[src/rtl/demux_sched_pkg.sv]
// Shared types and helpers for the round-robin demultiplexer (demux_sched).
package demux_sched_pkg;

  typedef enum logic {
    StIdle = 1'b0,
    StHold = 1'b1
  } state_e;

  localparam int unsigned CntW = 16;

  // Constant-foldable ceil(log2(v)); callers guarantee v >= 2.
  function automatic int unsigned clog2(input int unsigned v);
    int unsigned r;
    r = 0;
    for (int unsigned i = 0; i < 32; i++) begin
      if ((64'd1 << i) < 64'(v)) r = i + 1;
    end
    return r;
  endfunction

endpackage

[src/rtl/rr_pick.sv]
// Rotating-priority search: first set bit of req at or after start, circularly.
module rr_pick #(
  parameter int unsigned N     = 8,
  parameter int unsigned SEL_W = 3
) (
  input  logic [N-1:0]     req,
  input  logic [SEL_W-1:0] start,
  output logic [SEL_W-1:0] idx,
  output logic             found
);

  int unsigned j;

  always_comb begin
    found = 1'b0;
    idx   = start;
    j     = 0;
    for (int unsigned i = 0; i < N; i++) begin
      j = 32'(start) + i;
      if (j >= N) j = j - N;
      if (!found && req[j]) begin
        found = 1'b1;
        idx   = SEL_W'(j);
      end
    end
  end

endmodule

[src/rtl/demux_sched.sv]
// One-word demultiplexer that distributes source words to N sinks in round-robin order.
// Optional ready-skipping destination search is enabled by defining DEMUX_SCHED_SKIP_EN.
module demux_sched
  import demux_sched_pkg::*;
#(
  parameter int unsigned N     = 8,
  parameter int unsigned W     = 8,
  parameter int unsigned SEL_W = clog2(N)
) (
  input  logic             clk,
  input  logic             rst_n,
  input  logic             in_valid,
  input  logic [W-1:0]     in_data,
  output logic             in_ready,
  input  logic [N-1:0]     out_ready,
  output logic [N-1:0]     out_valid,
  output logic [W-1:0]     out_data,
  output logic [SEL_W-1:0] sel,
  output logic             busy,
  output logic [CntW-1:0]  sent_cnt
);

  state_e            state_q, state_d;
  logic [SEL_W-1:0]  ptr_q, ptr_d;
  logic [SEL_W-1:0]  sel_q, sel_d;
  logic [W-1:0]      data_q, data_d;
  logic [CntW-1:0]   cnt_q, cnt_d;

  logic              hold;
  logic              complete;
  logic              accept;
  logic [SEL_W-1:0]  sel_inc;
  logic [SEL_W-1:0]  ptr_next;
  logic [SEL_W-1:0]  dest;

  assign hold     = (state_q == StHold);
  assign complete = hold && out_ready[sel_q];
  assign in_ready = hold ? out_ready[sel_q] : 1'b1;
  assign accept   = in_valid && in_ready;

  // Wrap against N-1 so a non-power-of-two N never produces an out-of-range index.
  assign sel_inc  = (sel_q == SEL_W'(N - 1)) ? '0 : sel_q + SEL_W'(1);
  assign ptr_next = complete ? sel_inc : ptr_q;

`ifdef DEMUX_SCHED_SKIP_EN
  logic [SEL_W-1:0] pick_idx;
  logic             pick_found;

  rr_pick #(
    .N     (N),
    .SEL_W (SEL_W)
  ) u_rr_pick (
    .req   (out_ready),
    .start (ptr_next),
    .idx   (pick_idx),
    .found (pick_found)
  );

  assign dest = pick_found ? pick_idx : ptr_next;
`else
  assign dest = ptr_next;
`endif

  always_comb begin
    state_d = state_q;
    ptr_d   = ptr_q;
    sel_d   = sel_q;
    data_d  = data_q;
    cnt_d   = cnt_q;
    unique case (state_q)
      StIdle: begin
        if (accept) begin
          state_d = StHold;
          sel_d   = dest;
          data_d  = in_data;
        end
      end
      StHold: begin
        if (complete) begin
          ptr_d = ptr_next;
          cnt_d = cnt_q + CntW'(1);
          if (accept) begin
            sel_d  = dest;
            data_d = in_data;
          end else begin
            state_d = StIdle;
          end
        end
      end
      default: state_d = StIdle;
    endcase
  end

  always_ff @(posedge clk or negedge rst_n) begin
    if (!rst_n) begin
      state_q <= StIdle;
      ptr_q   <= '0;
      sel_q   <= '0;
      data_q  <= '0;
      cnt_q   <= '0;
    end else begin
      state_q <= state_d;
      ptr_q   <= ptr_d;
      sel_q   <= sel_d;
      data_q  <= data_d;
      cnt_q   <= cnt_d;
    end
  end

  always_comb begin
    out_valid = '0;
    if (hold) out_valid[sel_q] = 1'b1;
  end

  assign busy     = hold;
  assign out_data = data_q;
  assign sel      = hold ? sel_q : ptr_q;
  assign sent_cnt = cnt_q;

endmodule

[config.mk]
export PLATFORM = sky130hd
export DESIGN_NAME = demux_sched
export DESIGN_NICKNAME = d
export VERILOG_FILES = /design/src/rtl/demux_sched_pkg.sv /design/src/rtl/rr_pick.sv /design/src/rtl/demux_sched.sv
export SDC_FILE = /design/constraint.sdc
export NUM_CORES = 1
export LEC_CHECK = 0
export CAP_MARGIN = 10
export CORE_MARGIN = 2
export CORE_UTILIZATION = 35
export DETAILED_ROUTE_END_ITERATION = 16
export PLACE_DENSITY_LB_ADDON = 0.08
export SYNTH_ARGS = -nofsm -noshare
export SYNTH_HDL_FRONTEND = slang
export SYNTH_HIERARCHICAL = 1
export SYNTH_SLANG_ARGS = --single-unit
[constraint.sdc]
create_clock -name clk -period 2 [get_ports clk]
set_input_delay 0.2 -clock clk [delete_from_list [all_inputs] [get_ports clk]]
set_output_delay 0.2 -clock clk [all_outputs]
set_load 0.1 [all_outputs]
==> out/qor.yml <==
synth_nets: 161
synth_seq_area_share: 0.490
cts_root_buffer: "clkbuf_8"
setup_viol: 9
dr.pass1.iters: 4
required_ns: 2.15
viasPerCell: 4.94
yosys.cell_types.count: 31
cts_buffer_depth: 2
startpoint_type: "flip-flop"
nets: 238
hold_buffers: 0
status: "finished with violations"
timing.fmax_mhz: 486
port_buffers: 55
final_antenna_net_count: 0
violations: "negative setup slack"
area_delta_synth_final_pct: 66.0
grt.total_usage: 0.169
worst_slack_ns: -0.0562
async_flop_share: 1.00
hold_viol_final: 0
fin_crit_sh: 1.03
drv_slew: 0
grt_pass1_vias: 1424
layout_min_cycle_time_ns: 2.06
wirelength_microns: 3980
cts.htree.levels: 2
min_path_type: "input pin to asynchronous set/reset pin"
worstMarginPinSlew_ns: 0.405
ioPinCount: 56
cts_tree: "yes"
die-height_microns: 71.3
netlist_instances: 139
cap_violations: 0
endpoint_kind: "flip-flop"
crit_type: "flip-flop to flip-flop"
core_sq_um: 4350
maxSlewHeadroom: 0.730
gp_congestion: 0.748
first_iter_violations: 60
grt_max_degree: 32
grt_setup_unrepaired: "yes"
dieArea_sq_um: 5080
worstPathArrival_ns: 2.21
synth_seq_cells: 31
vias: 1328
synth_ff_type: "dfrtp_1"
critPathMaxFanout: 5
layout-drive-gt1-share: 0.521
initial_core_util: 0.364
clk_latency_ns: 0.28
place_ws_ns: -0.232
syn_area_sq_um: 1580
cts.clk_slew.worst_paths_ns: 0.07
dp_hpwl_microns: 2980
synth_area_per_cell_sq_um: 11.4
remaining_drc_errors: 0
rows: 24
slowest_stage: "or4_4"
overflow: 0
cts_buffers: 5
finClkSkew_ns: 0.0112
grt_pass1_wl_microns: 6800
cp_top_family: "simple AND/OR/NAND/NOR gates"
cts_sinks: 31
worst-path-buf-inv: 1
path_cells: "mux2i_1 -> nor3_2 -> or4_4 -> o21ai_4 -> buf_6 -> mux2_4"
antenna_found_initial: 0
antennaDiodeCount: 0
cp_slowest_stage_delay_ns: 0.51
die_w_microns: 71.3
ys_warn_count: 6
synth-edff-count: 0
avgRoutedWirePerCell_microns: 14.8
==> path summary, 6_finish.rpt <==
kind,start,to,slack [ns],depth (start not counted)
worst max-delay path,sel_q[0],out_data[3],-0.06,6
worst min-delay path,rst_n,busy,0.33,2
worst max register to register,sel_q[0],out_data[3],-0.06,6
worst min register to register,sent_cnt[15],sent_cnt[15],0.47,1
max in group asynchronous,rst_n,sent_cnt[6],1.35,2
min in group clk,sent_cnt[15],sent_cnt[15],0.47,1
==> timing repair <==
action | CTS | global route
gates resized for setup | 9 | 5
setup buffers | 2 | 1
cloned | 0 | 0
setup endpoints to repair | 14 | 20
pin swaps | 4 | 2
==> stage by stage <==
step,utilization,TNS (ns),instances,hold WS (ns),cell area (sq um)
after detailed placement,0.559,-2.27,258,0.468,2440
after global routing,0.604,-1.65,269,0.374,2630
after floorplan,-,-1.01,139,-0.0956,1680
after CTS,0.597,-0.539,268,0.333,2600
after global placement,0.559,-1.63,258,0.465,2440
final,0.604,-0.341,269,0.329,2630
==> layer usage <==
| layer | part of all wire | track usage | up-vias |
|---|---|---|---|
| met5 | 0 | 0 | - |
| met4 | 0.010 | 0.0566 | 0 |
| met3 | 0.052 | 0.0366 | 5 |
| met2 | 0.49 | 0.267 | 35 |
| met1 | 0.44 | 0.230 | 649 |
| li1 | - | - | 639 |
==> logic make-up (layout without fill, tap and decap cells) <==
kind of cell,after synthesis,in the layout,share of synthesized area
buffers and inverters,8,86,0.0395
xor gates and xnor gates,15,15,0.0829
adders and majority gates,3,3,0.0237
and+or+nand+nor,57,57,0.186
DFF,31,31,0.490
AOI/OAI and AO/OA,8,8,0.0442
muxes,17,17,0.134
==> cell usage after synthesis (2+ instances only) <==
library cell | instances | area share
mux2i_1 | 4 | 0.025
nand2_1 | 10 | 0.024
inv_1 | 3 | 0.0071
xor2_1 | 9 | 0.050
mux2_2 | 6 | 0.043
or2b_1 | 2 | 0.0095
dfrtp_1 | 31 | 0.49
nand3_1 | 8 | 0.025
nor2_1 | 11 | 0.026
nand2b_1 | 4 | 0.016
o22ai_1 | 2 | 0.0079
and3_1 | 2 | 0.0079
nor3_1 | 10 | 0.032
xnor2_1 | 6 | 0.033
mux2_4 | 7 | 0.066
ha_1 | 3 | 0.024
nor4_1 | 2 | 0.0079
a22oi_1 | 2 | 0.0095
nand4_1 | 4 | 0.016
buf_6 | 2 | 0.014
==> state kept, by name (all words and copies together), names as in the netlist <==
signal	count
out_data	8
sel_q	3
ptr_q	3
busy	1
sent_cnt	16
==> area by class of cell <==
class	instances	area [sq um]
inverters	3	11.3
clock inverters	1	30.0
flip-flops and latches	31	811
well taps	52	65.1
fillers	353	1730
repair buffers	75	769
clock buffers	7	76.3
multi-input cells	100	866
==> worst reg2reg max path: stages, from the launching register on <==
cell,delay [ns]
dfrtp_2,0.43
mux2i_1,0.24
nor3_2,0.09
or4_4,0.51
o21ai_4,0.20
buf_6,0.15
mux2_4,0.30
==> placed cells by master, fill, tap and decap left out, types with 3 or more instances in the layout <==
cell,count
nand3_1,8
buf_12,12
mux2i_1,4
nand2_1,7
clkbuf_8,5
dfrtp_1,15
nand2b_1,4
mux2_2,6
dfrtp_2,10
xor2_1,9
ha_1,3
nor3_2,3
buf_6,3
inv_1,3
nor3_1,5
nor2_1,3
nand4_1,4
clkdlybuf4s50_1,18
nor2_4,3
mux2_4,7
nor2_2,5
dfrtp_4,6
buf_4,42
xnor2_1,6
Power is not shown: default switching activity piles up to over one toggle a cycle in this logic, so the estimate is an artifact.
